[src/rtl/if_fetch_unit.sv]
// Instruction fetch stage: owns the PC, issues one outstanding imem fetch at a
// time, and buffers returned words in a 2-entry FIFO whose head feeds IF/ID.
module if_fetch_unit #(
    parameter logic [31:0] RESET_PC = 32'h0000_0000
) (
    input  logic        clk,
    input  logic        rst,
    input  logic        hazard_in,
    input  logic        redirect_in,
    input  logic [31:0] redirect_pc_in,
    output logic        imem_req_out,
    output logic [31:0] imem_addr_out,
    input  logic        imem_ack_in,
    input  logic [31:0] imem_data_in,
    output logic [31:0] PC_4_out,
    output logic [31:0] instr_out,
    output logic [1:0]  fsm_state_o
);

    typedef enum logic [1:0] {
        ST_IDLE = 2'd0,
        ST_REQ  = 2'd1,
        ST_DROP = 2'd2
    } state_e;

    state_e      state_q, state_d;
    logic [31:0] fetch_pc_q, fetch_pc_d;
    logic [31:0] req_addr_q, req_addr_d;
    logic [1:0]  count_q, count_d;
    logic [31:0] buf_pc_q    [2];
    logic [31:0] buf_instr_q [2];

    logic        push;
    logic        pop;
    logic [1:0]  next_cnt;
    logic [31:0] redirect_tgt;

    // Handshake: a fetch is offered while imem_req_out=1 with imem_addr_out held
    // stable; it completes on the first edge where imem_ack_in=1 is sampled.
    assign imem_req_out  = (state_q == ST_REQ) || (state_q == ST_DROP);
    assign imem_addr_out = req_addr_q;
    assign fsm_state_o   = state_q;

    assign PC_4_out  = (count_q != 2'd0) ? buf_pc_q[0] + 32'd4 : 32'd0;
    assign instr_out = (count_q != 2'd0) ? buf_instr_q[0] : 32'd0;

    assign redirect_tgt = {redirect_pc_in[31:2], 2'b00};
    assign pop      = hazard_in && (count_q != 2'd0) && !redirect_in;
    assign push     = imem_ack_in && (state_q == ST_REQ) && !redirect_in;
    assign next_cnt = count_q + {1'b0, push} - {1'b0, pop};

    always_comb begin
        state_d    = state_q;
        fetch_pc_d = fetch_pc_q;
        req_addr_d = req_addr_q;
        count_d    = next_cnt;
        if (redirect_in) begin
            count_d    = 2'd0;
            fetch_pc_d = redirect_tgt;
            // A request already on the bus cannot be withdrawn; wait out its ack.
            if ((state_q != ST_IDLE) && !imem_ack_in) begin
                state_d = ST_DROP;
            end else begin
                state_d    = ST_REQ;
                req_addr_d = redirect_tgt;
            end
        end else begin
            case (state_q)
                ST_IDLE: begin
                    if (count_q < 2'd2) begin
                        state_d    = ST_REQ;
                        req_addr_d = fetch_pc_q;
                    end
                end
                ST_REQ: begin
                    if (imem_ack_in) begin
                        fetch_pc_d = req_addr_q + 32'd4;
                        if (next_cnt < 2'd2) begin
                            req_addr_d = req_addr_q + 32'd4;
                        end else begin
                            state_d = ST_IDLE;
                        end
                    end
                end
                ST_DROP: begin
                    if (imem_ack_in) begin
                        state_d    = ST_REQ;
                        req_addr_d = fetch_pc_q;
                    end
                end
                default: state_d = ST_IDLE;
            endcase
        end
    end

    always_ff @(posedge clk) begin
        if (rst) begin
            state_q    <= ST_IDLE;
            count_q    <= 2'd0;
            fetch_pc_q <= RESET_PC;
            req_addr_q <= RESET_PC;
        end else begin
            state_q    <= state_d;
            count_q    <= count_d;
            fetch_pc_q <= fetch_pc_d;
            req_addr_q <= req_addr_d;
        end
    end

    // Entry 0 is always the head; a pop shifts entry 1 down.
    always_ff @(posedge clk) begin
        if (!rst) begin
            if (pop) begin
                if (push && (count_q == 2'd1)) begin
                    buf_pc_q[0]    <= req_addr_q;
                    buf_instr_q[0] <= imem_data_in;
                end else begin
                    buf_pc_q[0]    <= buf_pc_q[1];
                    buf_instr_q[0] <= buf_instr_q[1];
                end
                if (push && (count_q == 2'd2)) begin
                    buf_pc_q[1]    <= req_addr_q;
                    buf_instr_q[1] <= imem_data_in;
                end
            end else if (push) begin
                if (count_q == 2'd0) begin
                    buf_pc_q[0]    <= req_addr_q;
                    buf_instr_q[0] <= imem_data_in;
                end else begin
                    buf_pc_q[1]    <= req_addr_q;
                    buf_instr_q[1] <= imem_data_in;
                end
            end
        end
    end

endmodule
[config.mk]
export PLATFORM = sky130hd
export DESIGN_NAME = if_fetch_unit
export DESIGN_NICKNAME = d
export VERILOG_FILES = /design/src/rtl/if_fetch_unit.sv
export SDC_FILE = /design/constraint.sdc
export NUM_CORES = 1
export LEC_CHECK = 0
export BUFFER_PORTS_ARGS = -buffer_cell sky130_fd_sc_hd__buf_2
export CAP_MARGIN = 10
export CORE_MARGIN = 2
export CORE_UTILIZATION = 57
export CTS_CLUSTER_SIZE = 8
export DETAILED_ROUTE_END_ITERATION = 16
export PLACE_DENSITY = 0.89
export SYNTH_ARGS = -nofsm -noshare
export SYNTH_HDL_FRONTEND = slang
export SYNTH_SLANG_ARGS = --single-unit
[constraint.sdc]
create_clock -name clk -period 9.74 [get_ports clk]
set_clock_uncertainty 0.1 [all_clocks]
set_input_delay 0.974 -clock clk [delete_from_list [all_inputs] [get_ports clk]]
set_output_delay 0.974 -clock clk [all_outputs]
set_load 0.01 [all_outputs]
==> results of run 1 <==
## layout make-up
| cell class | instances | area, sq um |
|---|---|---|
| timing repair buffer | 177 | 916 |
| multi-input combinational | 614 | 4190 |
| tap | 220 | 275 |
| clock buffer | 17 | 425 |
| fill | 1223 | 5380 |
| clock inverter | 15 | 201 |
| inverter | 14 | 52.6 |
| sequential | 196 | 5200 |
## synth_stat cells (all sizes together) (6+ instances only)
master,n
nand4,17
nor2,75
a211oi,11
nand2,34
nand3,35
and4,11
buf,13
o21ai,25
clkbuf,60
inv,13
o311ai,6
and3,19
o22ai,9
a222oi,9
ha,6
xnor2,26
o31ai,17
o31a,7
nor4,10
edfxtp,128
xor2,20
nor3,25
a21oi,56
dfxtp,68
and2,39
or3,14
a22oi,10
mux2,64
## sequential cells by signal (all words and copies together), names as in the netlist
name	count
buf_instr_q	64
fsm_state_o	2
fetch_pc_q	32
imem_addr_out	32
count_q	2
buf_pc_q	64
## power groups by stage
stage	Combinational, mW	Clock, mW	Sequential, mW
2_1_floorplan	0.142	0	0.968
3_3_place_gp	0.208	0	0.978
3_5_place_dp	0.213	0	0.981
4_1_cts	0.216	0.750	0.962
5_1_grt	0.237	0.786	0.968
6_report	0.219	0.745	0.964
## worst min-delay path by stage
stage / from / end / slack, ns / cells past startpoint
3_3_place_gp: fetch_pc_q[0]$_SDFFE_PP0N_ / imem_addr_out[0]$_SDFFE_PP0P_ / 0.36 / 2
4_1_cts: fetch_pc_q[0]$_SDFFE_PP0N_ / imem_addr_out[0]$_SDFFE_PP0P_ / 0.38 / 2
3_5_place_dp: fetch_pc_q[0]$_SDFFE_PP0N_ / imem_addr_out[0]$_SDFFE_PP0P_ / 0.37 / 2
6_report: fetch_pc_q[0]$_SDFFE_PP0N_ / imem_addr_out[0]$_SDFFE_PP0P_ / 0.38 / 2
2_1_floorplan: fetch_pc_q[0]$_SDFFE_PP0N_ / imem_addr_out[0]$_SDFFE_PP0P_ / 0.35 / 2
5_1_grt: fetch_pc_q[1]$_SDFFE_PP0N_ / imem_addr_out[1]$_SDFFE_PP0P_ / 0.41 / 2
## critical path: cells and delay by family
family / cells / cell delay [ns]
adder cells (fa/ha/maj): 1 / 0.19
AND/OR/NAND/NOR: 4 / 1.89
buffers and inverters: 2 / 0.68
XOR/XNOR: 1 / 0.31
AO/OA/AOI/OAI: 3 / 0.59
## cells by family after synthesis
kind of cell             synth area share (%)
multiplexers                             7.83
flip-flops                               53.6
AND/OR/NAND/NOR                          15.9
AO/OA/AOI/OAI                            14.3
XOR/XNOR                                 4.15
adder cells (fa/ha/maj)                 0.773
buffers and inverters                    3.52
## per-stage QoR
step / util [%] / cell area, sq um / worst slack [ns] / hold WS, ns / total power [mW]
final: 67.7 / 11300 / 5.27 / 0.381 / 1.93
after global routing: 67.7 / 11300 / 5.04 / 0.405 / 1.99
after CTS: 67.7 / 11300 / 5.41 / 0.379 / 1.93
after detailed placement: 63.9 / 10600 / 4.96 / 0.367 / 1.19
after global placement: 63.9 / 10600 / 4.98 / 0.355 / 1.19
after floorplan: - / 9710 / 1.23 / 0.348 / 1.11
## layer usage
| layer | share of wire [%] | GRT usage [%] | vias up |
|---|---|---|---|
| met5 | 0 | 0 | - |
| met4 | 3.5 | 13.2 | 0 |
| met3 | 10 | 6.38 | 82 |
| met2 | 46 | 43.3 | 506 |
| met1 | 40 | 35.8 | 3734 |
| li1 | - | - | 3657 |
==> key figures, run 1 <==
Worst setup path
  • Worst-path maximum fanout: 72
  • Capturing point of the worst reg2reg path: imem_addr_out[5]$_SDFFE_PP0P_
  • Slowest cell on the critical path: sky130_fd_sc_hd__nor2_1
  • Setup crit end kind: flip-flop
  • Cell seen most often among critical-path stages: sky130_fd_sc_hd__a311oi_1
  • Crit Path Category: in2reg
  • Endpoint of the most critical setup path: imem_addr_out[5]$_SDFFE_PP0P_
  • Slowest Stage Delay on Critical Path: 0.68 ns
  • Reg-to-Reg Start: fsm_state_o[1]$_SDFFE_PP0P_
  • Slack of the worst reg-to-reg path: 5.55 ns
  • Cell Chain, Critical Path: buf_2 > buf_4 > nor2b_1 > and2_1 > a21o_1 > ha_1 > xnor2_1 > a311oi_1 > or2_2 > nor2_1 > a311oi_1
  • Worst setup path startpoint: redirect_in
  • Kind of start point of the critical path: input port
  • Data arrival time at the worst-slack endpoint: 4.65 ns
  • Length in cells of the worst reg-to-reg path: 12
  • Required time of the worst setup path: 9.93 ns

Clock network
  • Number of hold buffers added after cts: 0
  • Number of buffers added by the clock tree synthesis step: 17
  • Postcts setup bufs: 0
  • Clock tree from TritonCTS: done
  • Worst-Skew Late Latency: 0.44 ns
  • Root buffer cell: sky130_fd_sc_hd__clkbuf_16
  • CTS H-tree lvls: 4
  • Clk sinks: 196
  • Clock-pin slew on the worst setup and hold paths: 0.07 ns
  • Post-cts repair resize count: 0
  • Max clock buf depth: 2

Power
  • Combinational cell fraction of total power: 11.4%
  • Switching power: 0.487 mW
  • Fraction of power consumed by the clock network: 38.7%
  • Worst supply voltage drop on vdd: 120 uV
  • Internal power contribution: 1.44 mW
  • Net Sw Frac: 25.2%
  • Pleak: 4.26 nW
  • Part of the total power dissipated in sequential elements: 50.0%
  • Areal power density over the cells: 171 nW/um^2

Logic synthesis
  • Library cell occupying the most area in the post-synthesis netlist: sky130_fd_sc_hd__edfxtp_1
  • Post-synthesis cell area: 9710 sq um
  • Synth top area cells: sky130_fd_sc_hd__edfxtp_1 (40%), sky130_fd_sc_hd__dfxtp_1 (14%), sky130_fd_sc_hd__mux2_2 (7.4%), sky130_fd_sc_hd__nor2_1 (2.9%), sky130_fd_sc_hd__a21oi_1 (2.9%)
  • FF+latch count, synth: 196
  • Net Count, Synth: 972
  • Top cell type's share of synthesized area: 39.6%
  • Count of cell types in the netlist: 63
  • Gate Count Post-Synth: 897
  • Dominant synthesized flop cell: sky130_fd_sc_hd__edfxtp_1
  • Sequential element share of the synthesized area: 53.6%
  • Mean cell area of the mapped netlist: 10.8 sq um
  • Proportion of synthesized flip-flops having asynchronous set or reset: 0%
  • Ys Warns: 0
  • Post-synth EDFFs: 128

Route
  • Routed Wire Length: 24.9 mm
  • Vias per std cell: 6.37
  • Post-route DRC: 0
  • Initial DRC Count: 996
  • Number of optimization iterations in the first detailed-route pass: 6
  • Routed wire length per instance: 19.9 um
  • Vias: 7,979
  • ANT nets after route: 0

Placed design
  • Total placed cells including tap cells: 1,221
  • GPL Wtd Cong: 0.936
  • Number of buffers inserted by port buffering: 165
  • Total half-perimeter wirelength after legalization and detailed placement: 16.1 mm

STA
  • Final critical-path required period: 4.47 ns
  • Worst slew margin relative to its limit: 18.9%
  • Fin Setup TNS: 0 ns
  • Post-route clock period utilization: 45.9%
  • Number of pins exceeding their max-slew limit in the final report: 0
  • Final Setup Violations: 0
  • Actual slew at the worst max-slew pin: 1.22 ns
  • Hold violation total from the final report: 0
  • Unrepaired setup endpoints after global routing: no
  • Maximum frequency from static timing analysis: 0.224 GHz

Global route
  • Total global routing overflow: 0
  • Pin count of the biggest net entering global routing: 73
  • Overall global routing resource usage: 27.4%
  • Vias in the first global route: 7,484
  • Global-route wire length before repair: 38.8 mm
  • Antenna violations before repair: 0

Final layout
  • Area growth from synthesis to final layout: 16.0%
  • Most frequent standard cell in the layout excluding fill and tap cells: sky130_fd_sc_hd__buf_2
  • Ratio of cells with drive above 1 in the final layout: 27.3%
  • Commonest cells after routing, fill and taps aside: sky130_fd_sc_hd__buf_2 (165), sky130_fd_sc_hd__edfxtp_1 (128), sky130_fd_sc_hd__nor2_1 (73)
  • Final Instance Count excl. Fillers: 1,253
  • Post-layout net count: 1,095
  • Final antenna diode count: 0

Floorplanning
  • Vertical extent of the die: 135 um
  • Number of ports placed on the die boundary: 168
  • Placement row count: 47
  • Core area: 16,600 sq um
  • Die area: 18,100 sq um
  • Die width: 135 um
  • Initial core utilization: 58.4%

Hold path
  • Hold crit path type: reg2reg

Flow run
  • Number of maximum-capacitance violations: 0

Outcome
  • Run status: completed
Power figures use the tool's default switching activity.
==> inputs of run 2 (changes only) <==
--- a/config.mk
+++ b/config.mk
@@ -5,6 +5,7 @@
 export SDC_FILE = /design/constraint.sdc
 export NUM_CORES = 1
 export LEC_CHECK = 0
+export ABC_AREA = 1
 export BUFFER_PORTS_ARGS = -buffer_cell sky130_fd_sc_hd__buf_2
 export CAP_MARGIN = 10
 export CORE_MARGIN = 2
==> constraint.sdc (replaced) <==
create_clock -name clk -period 4.6 [get_ports clk]
set_clock_uncertainty 0.1 [all_clocks]
set_input_delay 0.46 -clock clk [delete_from_list [all_inputs] [get_ports clk]]
set_output_delay 0.46 -clock clk [all_outputs]
set_load 0.01 [all_outputs]
==> run 2 against run 1 <==
Compared with the run above: via count up 14%; worst hold slack worse by 0.28 ns; critical endpoint is now imem_addr_out[19]$_SDFFE_PP0P_; critical path type is now reg2reg; cell area up 3.5%.
==> key figures, run 2 <==
Outcome
  • Run status: completed

Placed design
  • Post-placement cell area: 11,000 sq um
  • Number of buffers inserted by port buffering: 165
  • Total half-perimeter wirelength after legalization and detailed placement: 18.7 mm
  • GPL Wtd Cong: 0.895

Global route
  • Overall global routing resource usage: 28.1%
  • Antenna violations before repair: 0
  • Total global routing overflow: 0
  • Global-route wire length before repair: 40.2 mm
  • Pin count of the biggest net entering global routing: 65
  • Vias in the first global route: 8,065

Floorplanning
  • Initial core utilization: 57.9%
  • Number of ports placed on the die boundary: 168
  • Placement row count: 48
  • Vertical extent of the die: 136 um
  • Core area: 17,200 sq um
  • Die area: 18,600 sq um
  • Die width: 136 um

Logic synthesis
  • Count of cell types in the netlist: 35
  • Post-synth EDFFs: 128
  • Synth top area cells: sky130_fd_sc_hd__edfxtp_1 (38%), sky130_fd_sc_hd__nand2_1 (14%), sky130_fd_sc_hd__dfxtp_1 (14%), sky130_fd_sc_hd__nor2_1 (8.2%), sky130_fd_sc_hd__inv_1 (6.6%)
  • FF+latch count, synth: 196
  • Post-synthesis cell area: 9990 sq um
  • Sequential element share of the synthesized area: 52.1%
  • Ys Warns: 0
  • Top cell type's share of synthesized area: 38.5%
  • Proportion of synthesized flip-flops having asynchronous set or reset: 0%
  • Ranking of synthesized cells by instance count: sky130_fd_sc_hd__nand2_1 (371), sky130_fd_sc_hd__nor2_1 (219), sky130_fd_sc_hd__inv_1 (175), sky130_fd_sc_hd__edfxtp_1 (128), sky130_fd_sc_hd__a21oi_1 (84)
  • Net Count, Synth: 1,382
  • Dominant synthesized flop cell: sky130_fd_sc_hd__edfxtp_1
  • Gate Count Post-Synth: 1,307
  • Library cell occupying the most area in the post-synthesis netlist: sky130_fd_sc_hd__edfxtp_1
  • Mean cell area of the mapped netlist: 7.64 sq um
  • Most numerous cell in the Yosys netlist: sky130_fd_sc_hd__nand2_1

Worst setup path
  • Cell seen most often among critical-path stages: sky130_fd_sc_hd__nand2_1
  • Worst setup path startpoint: fsm_state_o[1]$_SDFFE_PP0P_
  • Endpoint of the most critical setup path: imem_addr_out[19]$_SDFFE_PP0P_
  • Slowest cell on the critical path: sky130_fd_sc_hd__dfxtp_1
  • Slowest Stage Delay on Critical Path: 0.38 ns
  • Cell Chain, Critical Path: inv_1 > ha_1 > a21oi_1 > buf_4 > nand2_1 > o21ai_0 > ha_1 > inv_1 > nand2_1 > nand2_1 > inv_1 > nand2_1 > nand2_1 > nand2_2 > nand2_4 > buf_4 > nor2_1 > a21oi_1
  • Required time of the worst setup path: 4.86 ns
  • Reg-to-Reg Start: fsm_state_o[1]$_SDFFE_PP0P_
  • Slack of the worst reg-to-reg path: 1.55 ns
  • Worst-path maximum fanout: 27
  • Crit Path Category: reg2reg
  • Kind of start point of the critical path: flip-flop
  • Length in cells of the worst reg-to-reg path: 18
  • Setup crit end kind: flip-flop
  • Capturing point of the worst reg2reg path: imem_addr_out[19]$_SDFFE_PP0P_
  • Data arrival time at the worst-slack endpoint: 3.31 ns

STA
  • Actual slew at the worst max-slew pin: 0.934 ns
  • Fin Setup TNS: 0 ns
  • Hold violation total from the final report: 0
  • Number of pins exceeding their max-slew limit in the final report: 0
  • Unrepaired setup endpoints after global routing: no
  • Final Setup Violations: 0
  • Post-route clock period utilization: 66.3%
  • Worst slew margin relative to its limit: 37.7%
  • Maximum frequency from static timing analysis: 0.328 GHz
  • Final critical-path required period: 3.05 ns

Final layout
  • Commonest cells after routing, fill and taps aside: sky130_fd_sc_hd__nand2_1 (371), sky130_fd_sc_hd__nor2_1 (218), sky130_fd_sc_hd__inv_1 (175)
  • Ratio of cells with drive above 1 in the final layout: 15.1%
  • Final antenna diode count: 0
  • Post-layout net count: 1,533
  • Largest regs: buf_instr_q x64, buf_pc_q x64
  • Most frequent standard cell in the layout excluding fill and tap cells: sky130_fd_sc_hd__nand2_1
  • Final non-filler cell area: 11,700 sq um
  • Area growth from synthesis to final layout: 16.7%

Clock network
  • CTS H-tree lvls: 4
  • Worst-Skew Late Latency: 0.44 ns
  • Clock tree from TritonCTS: done
  • Clock-pin slew on the worst setup and hold paths: 0.08 ns
  • Clk sinks: 196
  • Postcts setup bufs: 0
  • Root buffer cell: sky130_fd_sc_hd__clkbuf_16
  • Number of buffers added by the clock tree synthesis step: 17
  • Post-cts repair resize count: 0
  • Number of hold buffers added after cts: 0
  • Max clock buf depth: 2

Hold path
  • Launch instance of the worst min-delay path: imem_data_in[23]
  • Hold crit path type: in2reg

Route
  • Routed wire length per instance: 15.3 um
  • Number of optimization iterations in the first detailed-route pass: 6
  • Routed Wire Length: 25.9 mm
  • Vias per std cell: 5.34
  • Post-route DRC: 0
  • ANT nets after route: 0
  • Initial DRC Count: 943
  • Vias: 9,063

Power
  • Worst supply voltage drop on vdd: 314 uV
  • Areal power density over the cells: 358 nW/um^2
  • Total design power: 4.18 mW
  • Pleak: 5.26 nW

Flow run
  • Number of maximum-capacitance violations: 0
## run 2: cell count changes in the layout (fill, tap and decap cells not counted), moves of 13 or more
cell / delta
sky130_fd_sc_hd__o31ai_1: -17
sky130_fd_sc_hd__and3_1: -17
sky130_fd_sc_hd__o21ai_1: +13
sky130_fd_sc_hd__nor2_1: +145
sky130_fd_sc_hd__xnor2_1: -24
sky130_fd_sc_hd__o21ai_0: +50
sky130_fd_sc_hd__or3_1: -14
sky130_fd_sc_hd__nand3_1: +15
sky130_fd_sc_hd__and2_1: -39
sky130_fd_sc_hd__mux2_2: -64
sky130_fd_sc_hd__a21oi_1: +28
sky130_fd_sc_hd__inv_1: +162
sky130_fd_sc_hd__nand2_1: +337
## run 2: final cells by class
class,instances,area (sq um)
Timing Repair Buffer,179,956
Inverter,178,668
Sequential cell,196,5200
Fill cell,1419,5580
Tap cell,225,282
Clock buffer,17,425
Multi-Input combinational cell,886,3920
Clock inverter,15,204
## run 2: worst min-delay path by stage
stage                              endpoint  cells after the start  slack (ns)
3_3_place_gp     fetch_pc_q[8]$_SDFFE_PP0P_                      2        0.35
2_1_floorplan    fetch_pc_q[8]$_SDFFE_PP0P_                      2        0.34
3_5_place_dp     fetch_pc_q[8]$_SDFFE_PP0P_                      2        0.37
5_1_grt        buf_instr_q[0][47]$_DFFE_PP_                      1        0.09
4_1_cts        buf_instr_q[0][55]$_DFFE_PP_                      1        0.09
6_report       buf_instr_q[0][55]$_DFFE_PP_                      1        0.10
## run 2: kinds of logic after synthesis
family                     Yosys count  share of synthesized area, %
buffers and inverters              225                          9.02
and+or+nand+nor                    669                          26.4
DFF                                196                          52.1
xor gates and xnor gates            16                          1.40
adders and majority gates            6                         0.752
AOI/OAI and AO/OA                  195                          10.3
## run 2: worst max-delay path: cells and delay by family, from the launching register on
kind / cells / cell delay (ns)
adder cells (fa/ha/maj): 2 / 0.45
flip-flops: 1 / 0.38
AO/OA/AOI/OAI: 3 / 0.44
buffers and inverters: 5 / 0.84
AND/OR/NAND/NOR: 8 / 0.77
## run 2: through the flow
| step | setup slack [ns] | util [%] | cells | hold WS [ns] |
|---|---|---|---|---|
| after detailed placement | 1.41 | 64.0 | 1664 | 0.372 |
| after CTS | 1.59 | 67.6 | 1696 | 0.0882 |
| final | 1.55 | 67.6 | 1696 | 0.102 |
| after global placement | 1.51 | 64.0 | 1664 | 0.352 |
| after floorplan | 0.908 | - | 1307 | 0.345 |
| after global routing | 1.21 | 67.6 | 1696 | 0.0897 |
## run 2: metal layers
layer  wire (um)  vias up  GRT usage, %
li1            -     4474             -
met1       10900     4083          38.1
met2       12200      461          45.7
met3        2180       45          3.88
met4         635        0          11.0
met5           0        -             0
## run 2: power breakdown
group | switching, mW | internal (mW) | total [mW] | leakage (nW)
logic | 0.387 | 0.187 | 0.574 | 3.22
registers | 0.102 | 1.97 | 2.07 | 1.73
clock network | 0.743 | 0.791 | 1.53 | 0.301
==> inputs of run 3 (changes only) <==
--- a/config.mk
+++ b/config.mk
@@ -9,10 +9,10 @@
 export BUFFER_PORTS_ARGS = -buffer_cell sky130_fd_sc_hd__buf_2
 export CAP_MARGIN = 10
 export CORE_MARGIN = 2
-export CORE_UTILIZATION = 57
+export CORE_UTILIZATION = 51
 export CTS_CLUSTER_SIZE = 8
 export DETAILED_ROUTE_END_ITERATION = 16
-export PLACE_DENSITY = 0.89
+export PLACE_DENSITY = 0.84
 export SYNTH_ARGS = -nofsm -noshare
 export SYNTH_HDL_FRONTEND = slang
 export SYNTH_SLANG_ARGS = --single-unit
==> constraint.sdc (replaced) <==
create_clock -name clk -period 2.7 [get_ports clk]
set_clock_uncertainty 0.1 [all_clocks]
set_input_delay 0.27 -clock clk [delete_from_list [all_inputs] [get_ports clk]]
set_output_delay 0.27 -clock clk [all_outputs]
set_load 0.01 [all_outputs]
==> run 3 against run 2 <==
Compared with the run above: clock power grew 75%; non-clock buffer count grew 48; clock-buffer cell count is the same; worst hold slack lost 0.074 ns; critical path depth shrank 10; global-route usage shrank 1.5 points; largest cell class unchanged; highest routed layer unchanged.
==> key figures, run 3 (synthesis results as in run 2) <==
Worst setup path
  • Crit Path Category: reg2out
  • Cell Chain, Critical Path: nand2_1 > nor2_1 > nand4_1 > buf_4 > nor3_1 > xnor2_1 > nor2_1 > buf_2
  • Slowest Stage Delay on Critical Path: 0.40 ns
  • Required time of the worst setup path: 2.33 ns
  • Worst setup path startpoint: buf_pc_q[0][8]$_DFFE_PP_
  • Data arrival time at the worst-slack endpoint: 2.20 ns
  • Slowest cell on the critical path: sky130_fd_sc_hd__edfxtp_1
  • Kind of start point of the critical path: flip-flop
  • Cell seen most often among critical-path stages: sky130_fd_sc_hd__nor2_1
  • Setup crit end kind: output pin
  • Buffers & Inverters on Critical Path: 2
  • Gate family responsible for the most delay along the worst path: simple AND/OR/NAND/NOR gates
  • Worst-path maximum fanout: 4
  • Reg-to-Reg Start: fsm_state_o[1]$_SDFFE_PP0P_

Clock network
  • Number of buffers added by the clock tree synthesis step: 17
  • CTS H-tree lvls: 4
  • Root buffer cell: sky130_fd_sc_hd__clkbuf_16
  • Clock-pin slew on the worst setup and hold paths: 0.08 ns
  • Max clock buf depth: 2
  • Clk sinks: 196
  • Clock tree from TritonCTS: done
  • Worst-Skew Late Latency: 0.45 ns

STA
  • Post-route clock period utilization: 95.2%
  • Number of pins exceeding their max-slew limit in the final report: 0
  • Worst slew margin relative to its limit: 36.4%
  • Final critical-path required period: 2.57 ns
  • Hold violation total from the final report: 0
  • Fin Setup TNS: 0 ns
  • Unrepaired setup endpoints after global routing: yes
  • Maximum frequency from static timing analysis: 0.389 GHz
  • Final Setup Violations: 0
  • Actual slew at the worst max-slew pin: 0.949 ns

Final layout
  • Commonest cells after routing, fill and taps aside: sky130_fd_sc_hd__nand2_1 (370), sky130_fd_sc_hd__nor2_1 (217), sky130_fd_sc_hd__inv_1 (173)
  • Final Instance Count excl. Fillers: 1,785
  • Area growth from synthesis to final layout: 22.8%
  • Ratio of cells with drive above 1 in the final layout: 16.3%
  • Post-layout net count: 1,582
  • Most frequent standard cell in the layout excluding fill and tap cells: sky130_fd_sc_hd__nand2_1
  • Largest regs: buf_instr_q x64, buf_pc_q x64
  • FILL cells: 1,625
  • Final antenna diode count: 0

Hold path
  • Launch instance of the worst min-delay path: redirect_pc_in[6]
  • Hold crit path type: in2reg

Floorplanning
  • Number of ports placed on the die boundary: 168
  • Initial core utilization: 51.7%
  • Die area: 20,700 sq um
  • Die width: 144 um
  • Placement row count: 51
  • Vertical extent of the die: 144 um
  • Core area: 19,300 sq um

Route
  • ANT nets after route: 0
  • Post-route DRC: 0
  • Routed wire length per instance: 15.5 um
  • Routed Wire Length: 27.7 mm
  • Vias: 9,273
  • Number of optimization iterations in the first detailed-route pass: 7
  • Initial DRC Count: 899
  • Vias per std cell: 5.19

Placed design
  • Total half-perimeter wirelength after legalization and detailed placement: 19.4 mm
  • GPL Wtd Cong: 0.904
  • Number of buffers inserted by port buffering: 165
  • Total placed cells including tap cells: 1,715

Power
  • Total design power: 7.27 mW
  • Areal power density over the cells: 593 nW/um^2
  • Worst supply voltage drop on vdd: 492 uV
  • Pleak: 5.50 nW

Global route
  • Vias in the first global route: 8,391
  • Most utilized layer in the global route result: met2
  • Global routing met3 resource utilization: 4.23%
  • Global-route wire length before repair: 42.3 mm
  • Global-route track usage on met2: 42.4%
  • Antenna violations before repair: 0
  • Overall global routing resource usage: 26.6%
  • Total global routing overflow: 0
  • Pin count of the biggest net entering global routing: 58
  • Met1 track demand over resource in global routing: 36.3%

Flow run
  • Number of maximum-capacitance violations: 0

Outcome
  • Run status: completed
-- run 3: routing by layer --
metal  vias to the layer above  wire length (um)
li1                       4576                 -
met1                      4199             11900
met2                       440             12600
met3                        58              2350
met4                         0               889
met5                         -                 0
-- run 3: area by class of cell --
type	instances	area, sq um	share of cell area, %
sequential	196	5210	42.5
inverter	178	671	5.47
timing repair buffer	227	1460	11.9
tap	265	332	2.70
clock inverter	15	208	1.69
clock buffer	17	425	3.47
multi-input combinational	887	3970	32.3
-- run 3: final timing paths --
path	depth (start not counted)	end	slack (ns)
hold / removal	3	fetch_pc_q[6]$_SDFFE_PP0P_	0.03
setup reg to reg	17	imem_addr_out[21]$_SDFFE_PP0P_	0.18
hold reg to reg	2	fetch_pc_q[8]$_SDFFE_PP0P_	0.38
setup / recovery	8	PC_4_out[25]	0.13
-- run 3: where the power goes --
group | switching, mW | total (mW) | internal (mW)
clock network | 1.24 | 2.67 | 1.43
logic | 0.702 | 1.08 | 0.380
registers | 0.169 | 3.52 | 3.35
total | 2.11 | 7.27 | 5.16
-- run 3: tightest hold or removal path: stages --
cell                      delay (ns)
sky130_fd_sc_hd__buf_2          0.09
sky130_fd_sc_hd__nand2_1        0.07
sky130_fd_sc_hd__a31oi_1        0.08
-- run 3: repair_timing --
action	CTS	global route
gates resized for setup	0	6
endpoints found under the setup margin	0	90
buffers inserted	0	5
endpoints found under the hold margin	32	0
hold buffers	32	0
-- run 3: through the flow --
stage,cell area (sq um),util (%),setup slack [ns],hold slack [ns]
floorplan,10000,-,-0.989,0.269
global placement,11200,58.2,0.163,0.352
detailed placement,11200,58.2,0.0597,0.362
CTS,12200,63.1,0.0273,0.0142
global route,12300,63.5,-0.0417,0.0483
finish,12300,63.5,0.130,0.0278
